==> config.mk <==
export PLATFORM = sky130hd
export DESIGN_NAME = ex_mdu_seq
export DESIGN_NICKNAME = d
export VERILOG_FILES = /design/src/rtl/ex_mdu_seq_pkg.sv /design/src/rtl/ex_mdu_seq_div_step.sv /design/src/rtl/ex_mdu_seq.sv
export SDC_FILE = /design/constraint.sdc
export NUM_CORES = 1
export LEC_CHECK = 0
export CAP_MARGIN = 20
export CORE_MARGIN = 4
export CORE_UTILIZATION = 44
export CTS_BUF_LIST = sky130_fd_sc_hd__clkbuf_16
export DETAILED_ROUTE_END_ITERATION = 6
export PLACE_DENSITY = 0.78
export SYNTH_ARGS = -nofsm -noshare
export SYNTH_HDL_FRONTEND = slang
export SYNTH_SLANG_ARGS = --single-unit
==> constraint.sdc <==
create_clock -name clk -period 3 [get_ports clk]
set_input_delay 0.3 -clock clk [delete_from_list [all_inputs] [get_ports clk]]
set_output_delay 0.3 -clock clk [all_outputs]
set_load 0.05 [all_outputs]
==> src/rtl/ex_mdu_seq_pkg.sv <==
// Shared constants for the EX-stage multiply/divide sequencer.
package ex_mdu_seq_pkg;

   localparam int unsigned DATA_W = 32;
   localparam int unsigned CNT_W  = 5;

   localparam logic [7:0] ALUOP_DIV   = 8'b00011010;
   localparam logic [7:0] ALUOP_DIVU  = 8'b00011011;
   localparam logic [7:0] ALUOP_MADD  = 8'b10100110;
   localparam logic [7:0] ALUOP_MADDU = 8'b10101000;
   localparam logic [7:0] ALUOP_MSUB  = 8'b10101010;
   localparam logic [7:0] ALUOP_MSUBU = 8'b10101011;

   localparam logic [DATA_W-1:0] DIV_ZERO_LO = 32'hFFFFFFFF;

   typedef enum logic [1:0] {
      ST_IDLE     = 2'd0,
      ST_DIV_RUN  = 2'd1,
      ST_DIV_DONE = 2'd2,
      ST_MAC_ACC  = 2'd3
   } mdu_state_e;

   // Magnitude of a value when treated as signed; raw value otherwise.
   function automatic logic [DATA_W-1:0] mag(input logic is_signed,
                                             input logic [DATA_W-1:0] v);
      return (is_signed && v[DATA_W-1]) ? DATA_W'(-v) : v;
   endfunction

endpackage

==> src/rtl/ex_mdu_seq_div_step.sv <==
// One restoring-division step: trial-subtract divisor from {rem, next bit}.
module ex_mdu_seq_div_step
   import ex_mdu_seq_pkg::*;
(
   input  logic [DATA_W:0]   i_rem,
   input  logic [DATA_W-1:0] i_divisor,
   output logic [DATA_W-1:0] o_rem,
   output logic              o_quot
);

   logic [DATA_W:0] w_diff;

   // Remainder stays below the divisor, so the difference fits DATA_W bits.
   always_comb begin
      w_diff = i_rem - {1'b0, i_divisor};
      o_quot = (i_rem >= {1'b0, i_divisor});
      o_rem  = o_quot ? w_diff[DATA_W-1:0] : i_rem[DATA_W-1:0];
   end

endmodule

==> src/rtl/ex_mdu_seq.sv <==
// Multi-cycle DIV/DIVU sequencer and MADD/MSUB accumulate path beside EX.
// Optional feature macro: MDU_MAC_EN (enables MADD/MADDU/MSUB/MSUBU sequencing).
module ex_mdu_seq
   import ex_mdu_seq_pkg::*;
(
   input  logic                clk,
   input  logic                rst,
   input  logic [7:0]          aluop_i,
   input  logic [DATA_W-1:0]   reg1_i,
   input  logic [DATA_W-1:0]   reg2_i,
   input  logic [2*DATA_W-1:0] mul_res_i,
   input  logic [DATA_W-1:0]   hi_i,
   input  logic [DATA_W-1:0]   lo_i,
   input  logic                stall_i,
   input  logic                annul_i,
   output logic                stallreq_o,
   output logic                whilo_o,
   output logic [DATA_W-1:0]   hi_o,
   output logic [DATA_W-1:0]   lo_o
);

   mdu_state_e        r_state;
   mdu_state_e        w_state_nxt;
   logic [CNT_W-1:0]  r_cnt;
   logic [DATA_W-1:0] r_rem;
   logic [DATA_W-1:0] r_dvd;      // dividend shifts out MSB first, quotient shifts in
   logic [DATA_W-1:0] r_dvs;
   logic              r_zero;
   logic              r_neg_q;
   logic              r_neg_r;

   logic              w_is_div;
   logic              w_is_signed;
   logic              w_is_mac;
   logic              w_start_div;
   logic              w_start_mac;
   logic              w_dvs_zero;
   logic [DATA_W-1:0] w_step_rem;
   logic              w_step_q;

   assign w_is_div    = (aluop_i == ALUOP_DIV) || (aluop_i == ALUOP_DIVU);
   assign w_is_signed = (aluop_i == ALUOP_DIV);
   assign w_dvs_zero  = (reg2_i == '0);

`ifdef MDU_MAC_EN
   logic [2*DATA_W-1:0] r_prod;
   logic                r_sub;
   logic                w_mac_sub;
   logic [2*DATA_W-1:0] w_acc;
   logic [2*DATA_W-1:0] w_mac_res;

   assign w_is_mac  = (aluop_i == ALUOP_MADD) || (aluop_i == ALUOP_MADDU) ||
                      (aluop_i == ALUOP_MSUB) || (aluop_i == ALUOP_MSUBU);
   assign w_mac_sub = (aluop_i == ALUOP_MSUB) || (aluop_i == ALUOP_MSUBU);
   assign w_acc     = {hi_i, lo_i};
   assign w_mac_res = r_sub ? (w_acc - r_prod) : (w_acc + r_prod);
`else
   logic w_unused_mac;
   assign w_is_mac     = 1'b0;
   assign w_unused_mac = ^{mul_res_i, hi_i, lo_i};
`endif

   ex_mdu_seq_div_step u_div_step (
      .i_rem     ({r_rem, r_dvd[DATA_W-1]}),
      .i_divisor (r_dvs),
      .o_rem     (w_step_rem),
      .o_quot    (w_step_q)
   );

   // State register.
   always_ff @(posedge clk) begin
      if (rst) r_state <= ST_IDLE;
      else     r_state <= w_state_nxt;
   end

   // Next state, stall request and HI/LO write port.
   always_comb begin
      w_state_nxt = r_state;
      stallreq_o  = 1'b0;
      whilo_o     = 1'b0;
      hi_o        = '0;
      lo_o        = '0;
      w_start_div = 1'b0;
      w_start_mac = 1'b0;
      case (r_state)
         ST_IDLE: begin
            if (w_is_div) begin
               stallreq_o  = 1'b1;
               w_start_div = 1'b1;
               w_state_nxt = w_dvs_zero ? ST_DIV_DONE : ST_DIV_RUN;
            end else if (w_is_mac) begin
               stallreq_o  = 1'b1;
               w_start_mac = 1'b1;
               w_state_nxt = ST_MAC_ACC;
            end
         end
         ST_DIV_RUN: begin
            stallreq_o = 1'b1;
            if (r_cnt == CNT_W'(DATA_W - 1)) w_state_nxt = ST_DIV_DONE;
         end
         ST_DIV_DONE: begin
            whilo_o = 1'b1;
            if (r_zero) begin
               lo_o = DIV_ZERO_LO;
               hi_o = r_rem;
            end else begin
               lo_o = r_neg_q ? DATA_W'(-r_dvd) : r_dvd;
               hi_o = r_neg_r ? DATA_W'(-r_rem) : r_rem;
            end
            if (!stall_i) w_state_nxt = ST_IDLE;
         end
`ifdef MDU_MAC_EN
         ST_MAC_ACC: begin
            whilo_o = 1'b1;
            hi_o    = w_mac_res[2*DATA_W-1:DATA_W];
            lo_o    = w_mac_res[DATA_W-1:0];
            if (!stall_i) w_state_nxt = ST_IDLE;
         end
`endif
         default: w_state_nxt = ST_IDLE;
      endcase
      // Reset and flush kill the request and the write in the same cycle.
      if (rst || annul_i) begin
         w_state_nxt = ST_IDLE;
         stallreq_o  = 1'b0;
         whilo_o     = 1'b0;
         hi_o        = '0;
         lo_o        = '0;
         w_start_div = 1'b0;
         w_start_mac = 1'b0;
      end
   end

   // Divider operand latch and per-cycle restoring iteration.
   always_ff @(posedge clk) begin
      if (rst) begin
         r_cnt   <= '0;
         r_rem   <= '0;
         r_dvd   <= '0;
         r_dvs   <= '0;
         r_zero  <= 1'b0;
         r_neg_q <= 1'b0;
         r_neg_r <= 1'b0;
      end else if (annul_i) begin
         r_cnt <= '0;
      end else if (w_start_div) begin
         r_dvd   <= mag(w_is_signed, reg1_i);
         r_dvs   <= mag(w_is_signed, reg2_i);
         r_rem   <= w_dvs_zero ? reg1_i : '0;
         r_zero  <= w_dvs_zero;
         r_neg_q <= w_is_signed & (reg1_i[DATA_W-1] ^ reg2_i[DATA_W-1]);
         r_neg_r <= w_is_signed & reg1_i[DATA_W-1];
         r_cnt   <= '0;
      end else if (r_state == ST_DIV_RUN) begin
         r_rem <= w_step_rem;
         r_dvd <= {r_dvd[DATA_W-2:0], w_step_q};
         r_cnt <= r_cnt + CNT_W'(1);
      end
   end

`ifdef MDU_MAC_EN
   // Product and add/sub direction captured when a MAC op enters.
   always_ff @(posedge clk) begin
      if (rst) begin
         r_prod <= '0;
         r_sub  <= 1'b0;
      end else if (w_start_mac) begin
         r_prod <= mul_res_i;
         r_sub  <= w_mac_sub;
      end
   end
`endif

endmodule

==> run metrics, run 1 <==
TritonCTS clock tree yes; area delta synth->final 51.7%; I/O pins 270; DP Area 0.0125 sq mm; Final Hold Fails 0; Peak VDD IR 0.295 mV; dpl hpwl 22100 um; post-route ant nets 0; CP top delay family simple AND/OR/NAND/NOR gates; clock network power share 0.396; Post-route DRC 0; core area 0.0202 sq mm; Synth Instances 1282; latest clock arrival within the worst-skew pair 0.36 ns; pins over their slew limit 0; Setup-failing EPs final 25; crit end category output pin; gp weighted congestion 0.909; Finished Core Util 0.681; Vias/cell 5.88; commonest non-fill, non-tap cell in the layout buf_4; Lkg Pwr 0.00521 uW; Power Dens Cells 233 mW/mm^2; Seq cells post-synth 106; Cell Area, Synth 0.00908 sq mm; die footprint 0.0230 sq mm; H-tree depth 3; kind of critical path reg2out; crit start category flop; register area 0.00214 sq mm; die width 152 um; outcome finished, violations left; crit-path cells or3_4, or4_4, nor4_4, nand2b_1, nor2_2, nand3b_1, buf_4, o31ai_4, xor2_2, nor2_4, buf_12; Distinct cells, synth 61; hold_buf cts 0; Net Sw Frac 0.252; port bufs 141; CTS Buf Count 9; worst-margin pin slew 1.01 ns; final worst slack -0.611 ns; internal power 2400 uW; Crit-path slowest cell or4_4; most frequent cells in the layout buf_4 (142), nor2_1 (129), a21oi_1 (117); Clock Tree Buf Depth 2; Sw Pwr 808 uW; Worst path max stage delay 0.54 ns; global-route wire length before repair 46600 um; gr usage total 0.249; Cell Rows 52; antenna violations before repair 0; Tot Pwr 3210 uW; Clock Skews 0.00729 ns; crit path buf inv count 2; failing checks setup timing; drt first pass iters 6; diode count 0; footprint of the multi-input gates 0.00736 sq mm; cell area after layout 0.0138 sq mm; Mean Syn Cell Area 7.08 sq um; RSZ-0062 raised after global routing true; Fill cells 1506; YS warnings 0; Fmax 0.277 GHz; Worst Path Arrival 3.31 ns; Syn Nets 1525; vias 10508; largest net degree at the start of global routing 102; combinational power share 0.165; CP Max Fanout 3; number of DRC markers in iteration 0 937; min Tclk post-route 3.61 ns; Slew HR 0.328; CTS root buf clkbuf_16; Die Span Y 152 um; hold slack 0.405 ns; number of synthesized flops with an enable pin 0; max cap viols 0; vias in the first global route 9496; sequential share of the synthesized area 0.234; Sequential Power Share 0.440; Synth Flop Type dfxtp_1; layout cells sized above 1 0.262; WL/cell 17.4 um; fin crit share 1.20; Initial Util 0.449; post-synthesis async set-or-reset flop share 0; min-delay worst type in2reg; CTS clk-pin slew, worst paths 0.07 ns; grt total ovfl 0; # clock sinks 106; final WL 31100 um; Critical Path RT 2.70 ns; Nets 1755
-- final timing paths --
kind | start | depth (start not counted) | slack [ns] | endpoint
max | r_rem[4]$_SDFFE_PP0P_ | 11 | -0.61 | hi_o[31]
min | rst | 3 | 0.41 | r_state[0]$_SDFFE_PP0P_
max reg2reg | r_dvd[31]$_SDFFE_PP0P_ | 13 | 0.01 | r_rem[28]$_SDFFE_PP0P_
min reg2reg | r_neg_r$_SDFFE_PP0P_ | 2 | 0.48 | r_neg_r$_SDFFE_PP0P_
-- kinds of logic (layout without fill, tap and decap cells) --
group,Yosys count,in the layout,share of synthesized area
AND/OR/NAND/NOR,491,491,0.259
flip-flops,106,106,0.234
buffers and inverters,134,369,0.0558
AO/OA/AOI/OAI,360,360,0.250
multiplexers,5,5,0.00551
adder cells (fa/ha/maj),39,39,0.0546
XOR/XNOR,147,147,0.142
-- metrics by stage --
stage,setup WS (ns),cells,setup TNS [ns]
after floorplan,-0.253,1282,-1.17
after global placement,-0.233,1753,-2.95
after detailed placement,-0.259,1753,-4.06
after CTS,-0.624,1774,-7.41
after global routing,-0.681,1787,-11.59
final,-0.611,1787,-8.63
-- area by class of cell --
| type | count | share of cell area |
|---|---|---|
| Sequential cell | 106 | 0.155 |
| Multi-Input combinational cell | 1042 | 0.535 |
| Timing Repair Buffer | 302 | 0.249 |
| Inverter | 51 | 0.0139 |
| Tap cell | 270 | 0.0245 |
| Clock inverter | 7 | 0.00609 |
| Clock buffer | 9 | 0.0164 |
-- tightest hold or removal path, cell delays in order --
cell,delay [ns]
buf_2,0.15
or3_1,0.20
nor2_1,0.07
-- cell usage after synthesis, drive strengths merged, types with 38 or more instances --
cell type,count,area share
nand3,43,0.024
ha,38,0.052
or3,56,0.039
clkbuf,69,0.029
inv,51,0.021
nor2,172,0.071
nand2,101,0.042
o21ai,79,0.044
dfxtp,106,0.23
xnor2,87,0.084
xor2,60,0.058
a21oi,123,0.068
-- state kept, by name, summed over array words and instances (netlist names) --
signal,count
r_neg_q,1
r_zero,1
r_state,2
r_dvd,32
r_neg_r,1
r_rem,32
r_cnt,5
r_dvs,32
-- per-layer routing --
metal / wire length (um) / GRT usage / vias up
met5: 0 / 0 / -
met4: 1210 / 0.0827 / 0
li1: - / - / 5054
met2: 14900 / 0.433 / 478
met1: 12400 / 0.315 / 4868
met3: 2550 / 0.0378 / 108
-- timing repair --
item | CTS | global route
setup buffers | 8 | 13
gates resized for setup | 55 | 111
setup endpoints to repair | 60 | 65
cloned | 0 | 3
pin swaps | 31 | 65
-- power groups by stage --
stage          logic [uW]  clock network [uW]  registers [uW]
2_1_floorplan         208                   0            1450
3_3_place_gp          445                   0            1450
3_5_place_dp          454                   0            1450
4_1_cts               469                1280            1410
5_1_grt               561                1340            1410
6_report              529                1270            1410
Power figures use the tool's default switching activity.
==> run 2, diff against run 1 <==
--- a/config.mk
+++ b/config.mk
@@ -10,6 +10,7 @@
 export CORE_UTILIZATION = 44
 export CTS_BUF_LIST = sky130_fd_sc_hd__clkbuf_16
 export DETAILED_ROUTE_END_ITERATION = 6
+export GPL_TIMING_DRIVEN = 0
 export PLACE_DENSITY = 0.78
 export SYNTH_ARGS = -nofsm -noshare
 export SYNTH_HDL_FRONTEND = slang
==> run metrics, run 2 (same netlist as run 1, synthesis figures left out) <==
pins over their slew limit 0 (unchanged); CTS Buf Count 9 (unchanged); core area 0.0202 sq mm (unchanged); CTS clk-pin slew, worst paths 0.08 ns (about the same); Final Hold Fails 0 (unchanged); largest net degree at the start of global routing 18 (-82%); failing checks setup timing; CP Launch Point r_rem[5]$_SDFFE_PP0P_; commonest non-fill, non-tap cell in the layout nor2_1; vias in the first global route 9490 (-0.063%); dpl hpwl 23800 um (+7.6%); Cell Rows 52 (unchanged); layout cells sized above 1 0.229 (-0.0331); drt first pass iters 7 (+1); die width 152 um (unchanged); number of DRC markers in iteration 0 1076 (+15%); min Tclk post-route 3.70 ns (+0.0870 ns); hold slack 0.477 ns (+0.0722 ns); H-tree depth 3 (unchanged); I/O pins 270 (unchanged); RSZ-0062 raised after global routing true; final worst slack -0.698 ns (-0.0870 ns); Fmax 0.270 GHz (-2.4%); grt total ovfl 0 (unchanged); crit end category output pin; global-route wire length before repair 49300 um (+5.8%); die footprint 0.0230 sq mm (unchanged); RR Endpoint r_rem[16]$_SDFFE_PP0P_; antenna violations before repair 0 (unchanged); CP Max Fanout 3 (unchanged); Post-route DRC 0 (unchanged); biggest regs r_dvd: 32 flops, r_dvs: 32 flops, r_rem: 32 flops; Clock Tree Buf Depth 2 (unchanged); Worst Path Arrival 3.40 ns (+0.09 ns); fin crit share 1.23 (+0.0290); area delta synth->final 41.9%; Lkg Pwr 0.00473 uW (-9.2%); gp weighted congestion 0.980 (+7.8%); worst-margin pin slew 0.766 ns (-0.242 ns); max cap viols 0 (unchanged); vias 10530 (+0.21%); kind of critical path reg2out; Critical Path RT 2.70 ns (about the same); Initial Util 0.449 (unchanged); Finished Core Util 0.637 (-0.0439); port bufs 141 (unchanged); CTS root buf clkbuf_16; most frequent cells in the layout nor2_1 (140), a21oi_1 (115), nand2_1 (94); Die Span Y 152 um (unchanged); Vias/cell 5.96 (+1.4%); hold depth 2 (-1); Setup-failing EPs final 50 (+100%); Nets 1734 (-1.2%); final WL 33400 um (+7.3%); crit start category flop; outcome finished, violations left; Slew HR 0.489 (+0.161); Worst Reg-to-Reg Cells 15 (+2); worst hold path startpoint r_neg_r$_SDFFE_PP0P_; end of the worst hold path r_neg_r$_SDFFE_PP0P_; gr usage total 0.269 (+0.0207); Peak VDD IR 0.246 mV (-17%); Power Dens Cells 254 mW/mm^2 (+8.9%); WL/cell 18.9 um (+8.6%); # clock sinks 106 (unchanged); TritonCTS clock tree yes; min-delay worst type reg2reg; Clock Skews 0.0123 ns (+0.00498 ns); diode count 0 (unchanged); FF-to-FF Start r_rem[5]$_SDFFE_PP0P_; latest clock arrival within the worst-skew pair 0.37 ns (about the same); cell area after layout 0.0129 sq mm (-6.5%); Reg2Reg Setup Slack -0.18 ns (-0.19 ns); DP Area 0.0110 sq mm (-12%); Fill cells 1660 (+10%); post-route ant nets 0 (unchanged)
## run 2: cell types whose count changed in the layout (fill, tap and decap cells not counted), moves of 11 or more
| cell | previous run | this run |
|---|---|---|
| buf_6 | 11 | 36 |
| clkdlybuf4s15_2 | 0 | 20 |
| nor2_1 | 129 | 140 |
| clkbuf_2 | 0 | 16 |
| dfxtp_1 | 97 | 86 |
| clkbuf_1 | 0 | 45 |
| buf_12 | 71 | 2 |
| buf_4 | 142 | 47 |
## run 2: worst max path at each step
| stage | endpoint | slack, ns | cells past startpoint |
|---|---|---|---|
| after floorplan | lo_o[30] | -0.25 | 9 |
| after global placement | hi_o[31] | -1.21 | 11 |
| after detailed placement | hi_o[31] | -1.21 | 11 |
| after CTS | lo_o[26] | -0.69 | 10 |
| after global routing | lo_o[30] | -0.74 | 10 |
| final | hi_o[31] | -0.70 | 10 |
## run 2: power by group
part	total (uW)	switching [uW]	internal, uW
Clock	1330	600	734
Sequential	1400	6.00	1400
Combinational	532	270	262
## run 2: routing by layer
layer / share of wire / routed length [um] / track usage / vias to the layer above
li1: - / - / - / 5010
met1: 0.39 / 12900 / 0.347 / 4811
met2: 0.48 / 15900 / 0.461 / 581
met3: 0.087 / 2890 / 0.0309 / 128
met4: 0.052 / 1730 / 0.106 / 0
met5: 0 / 0 / 0 / -
## run 2: cell type report
| class | count | area, sq um | share of cell area |
|---|---|---|---|
| Multi-Input combinational cell | 1042 | 7450 | 0.578 |
| Sequential cell | 106 | 2170 | 0.169 |
| Timing Repair Buffer | 204 | 2020 | 0.157 |
| Buffer | 77 | 384 | 0.0298 |
| Tap cell | 270 | 338 | 0.0262 |
| Clock buffer | 9 | 225 | 0.0175 |
| Inverter | 51 | 194 | 0.0151 |
| Clock inverter | 7 | 93.8 | 0.00728 |
## run 2: repair_timing
action | in CTS | in global routing
resized for setup | 420 | 167
gates cloned | 0 | 2
hold buffers | 0 | 0
endpoints found under the hold margin | 0 | 0
pin swaps | 47 | 77
endpoints found under the setup margin | 130 | 120
setup buffers | 27 | 35
## run 2: stage by stage
step / setup WS [ns] / setup TNS, ns / cells / power [uW]
floorplan: -0.253 / -1.17 / 1282 / 1650
global placement: -1.21 / -99.47 / 1693 / 1850
detailed placement: -1.21 / -104.86 / 1693 / 1860
CTS: -0.691 / -8.81 / 1732 / 3170
global route: -0.742 / -20.13 / 1766 / 3350
finish: -0.698 / -13.39 / 1766 / 3270
## run 2: worst max-delay path: stages, from the launching register on
cell and delay [ns]:
dfxtp_4 0.36, or3_4 0.39, or4_4 0.54, nor4_4 0.39
nand2b_1 0.20, nor2_2 0.18, nand3b_1 0.18, o31ai_2 0.32
xor2_1 0.27, nor2_4 0.04, buf_6 0.16
==> run 3, diff against run 2 <==
--- a/config.mk
+++ b/config.mk
@@ -8,7 +8,7 @@
 export CAP_MARGIN = 20
 export CORE_MARGIN = 4
 export CORE_UTILIZATION = 44
-export CTS_BUF_LIST = sky130_fd_sc_hd__clkbuf_16
+export CTS_BUF_LIST = sky130_fd_sc_hd__clkbuf_4 sky130_fd_sc_hd__clkbuf_8 sky130_fd_sc_hd__clkbuf_16
 export DETAILED_ROUTE_END_ITERATION = 6
 export GPL_TIMING_DRIVEN = 0
 export PLACE_DENSITY = 0.78
==> run metrics, run 3 (same netlist as run 1, synthesis figures left out) <==
final worst slack -0.704 ns (-0.00570 ns); layout cells sized above 1 0.242 (+0.0127); worst-margin pin slew 0.834 ns (+0.0676 ns); RSZ-0062 raised after global routing true; die width 152 um (unchanged); Worst Path Arrival 3.40 ns (about the same); Post-route DRC 0 (unchanged); H-tree depth 3 (unchanged); post-route ant nets 0 (unchanged); hold slack 0.481 ns (+0.00376 ns); Slew HR 0.444 (-0.0451); pins over their slew limit 0 (unchanged); gp weighted congestion 0.980 (unchanged); crit start category flop; global-route wire length before repair 49300 um (about the same); Vias/cell 5.97 (about the same); placed cell count 1693 (unchanged); Tot Pwr 3330 uW (+1.7%); min-delay worst type reg2reg; DP Area 0.0110 sq mm (unchanged); Power Dens Cells 254 mW/mm^2 (+0.15%); Die Span Y 152 um (unchanged); Clock Tree Buf Depth 2 (unchanged); largest net degree at the start of global routing 18 (unchanged); dpl hpwl 23800 um (unchanged); vias in the first global route 9500 (+0.11%); commonest non-fill, non-tap cell in the layout nor2_1; crit end category output pin; die footprint 0.0230 sq mm (unchanged); grt total ovfl 0 (unchanged); number of DRC markers in iteration 0 1122 (+4.3%); fin crit share 1.23 (+0.00190); Setup-failing EPs final 63 (+26%); drt first pass iters 6 (-1); kind of critical path reg2out; cell area after layout 0.0131 sq mm (+1.6%); Final Hold Fails 0 (unchanged); Setup TNS -22.01 ns (-8.62 ns); CTS clk-pin slew, worst paths 0.08 ns (about the same); Clock Skews 0.0136 ns (+0.00135 ns); port bufs 141 (unchanged); final WL 34400 um (+2.9%); max cap viols 0 (unchanged); CTS root buf clkbuf_16; diode count 0 (unchanged); failing checks setup timing; Critical Path RT 2.70 ns (about the same); vias 10583 (+0.50%); CP Max Fanout 3 (unchanged); most frequent cells in the layout nor2_1 (139), a21oi_1 (115), nand2_1 (94); biggest regs r_dvd: 32 flops, r_dvs: 32 flops, r_rem: 32 flops; core area 0.0202 sq mm (unchanged); Nets 1742 (+0.46%); Cell Rows 52 (unchanged); TritonCTS clock tree yes; CTS Buf Count 9 (unchanged); # clock sinks 106 (unchanged); WL/cell 19.4 um (+2.5%); antenna violations before repair 0 (unchanged); area delta synth->final 44.1%; latest clock arrival within the worst-skew pair 0.37 ns (about the same); Lkg Pwr 0.00481 uW (+1.8%); min Tclk post-route 3.70 ns (+0.00570 ns); Peak VDD IR 0.259 mV (+5.6%); I/O pins 270 (unchanged); Initial Util 0.449 (unchanged); gr usage total 0.269 (about the same); Non-Filler Instances 1774 (+0.45%); outcome finished, violations left; Fmax 0.270 GHz (-0.15%)
## run 3: cell types whose count changed in the layout (fill, tap and decap cells not counted), moves of 3 or more
| cell | previous run | this run |
|---|---|---|
| buf_2 | 7 | 10 |
| buf_6 | 36 | 43 |
| clkdlybuf4s15_2 | 20 | 17 |
| nand3_1 | 35 | 28 |
| nand3_2 | 5 | 9 |
| nand3_4 | 3 | 6 |
## run 3: layout make-up
cell class | count | area, sq um
Timing Repair Buffer | 212 | 2100
Clock inverter | 5 | 86.3
Multi-Input combinational cell | 1042 | 7560
Clock buffer | 11 | 246
Tap cell | 270 | 338
Sequential cell | 106 | 2170
Buffer | 77 | 387
Inverter | 51 | 194
Fill cell | 1618 | 7150
## run 3: repair_timing
item / in CTS / in global routing
hold buffers: 0 / 0
pin swaps: 47 / 86
endpoints found under the setup margin: 130 / 125
gates resized for setup: 427 / 195
buffers inserted: 27 / 43
cloned: 0 / 2
## run 3: metal layers
layer,track usage,share of wire
met1,0.345,0.39
met2,0.459,0.48
met3,0.0348,0.086
met4,0.107,0.051
met5,0,0
## run 3: worst paths after layout
kind,cells past startpoint,endpoint,slack (ns),from
max,10,hi_o[31],-0.70,r_rem[5]$_SDFFE_PP0P_
min,2,r_neg_r$_SDFFE_PP0P_,0.48,r_neg_r$_SDFFE_PP0P_
min reg2reg,2,r_neg_r$_SDFFE_PP0P_,0.48,r_neg_r$_SDFFE_PP0P_
max reg2reg,18,r_rem[8]$_SDFFE_PP0P_,-0.50,r_rem[5]$_SDFFE_PP0P_
## run 3: stage by stage
stage / setup WS [ns] / util
6_report: -0.704 / 0.647
5_1_grt: -0.747 / 0.647
3_5_place_dp: -1.21 / 0.543
4_1_cts: -0.691 / 0.593
3_3_place_gp: -1.21 / 0.543
2_1_floorplan: -0.253 / -
## run 3: power breakdown
part | internal [uW] | leakage, uW | switching, uW
Sequential | 1400 | 0.000867 | 6.36
Clock | 772 | 0.000164 | 598
Combinational | 271 | 0.00378 | 279
## run 3: critical path, cell delays in order, from the launching register on
cell and delay [ns]:
dfxtp_4 0.36, or3_4 0.40, or4_4 0.55, nor4_4 0.37, nand2b_1 0.18, nor2_2 0.18, nand3b_1 0.19, o31ai_2 0.33
xor2_1 0.27, nor2_4 0.04, buf_6 0.16
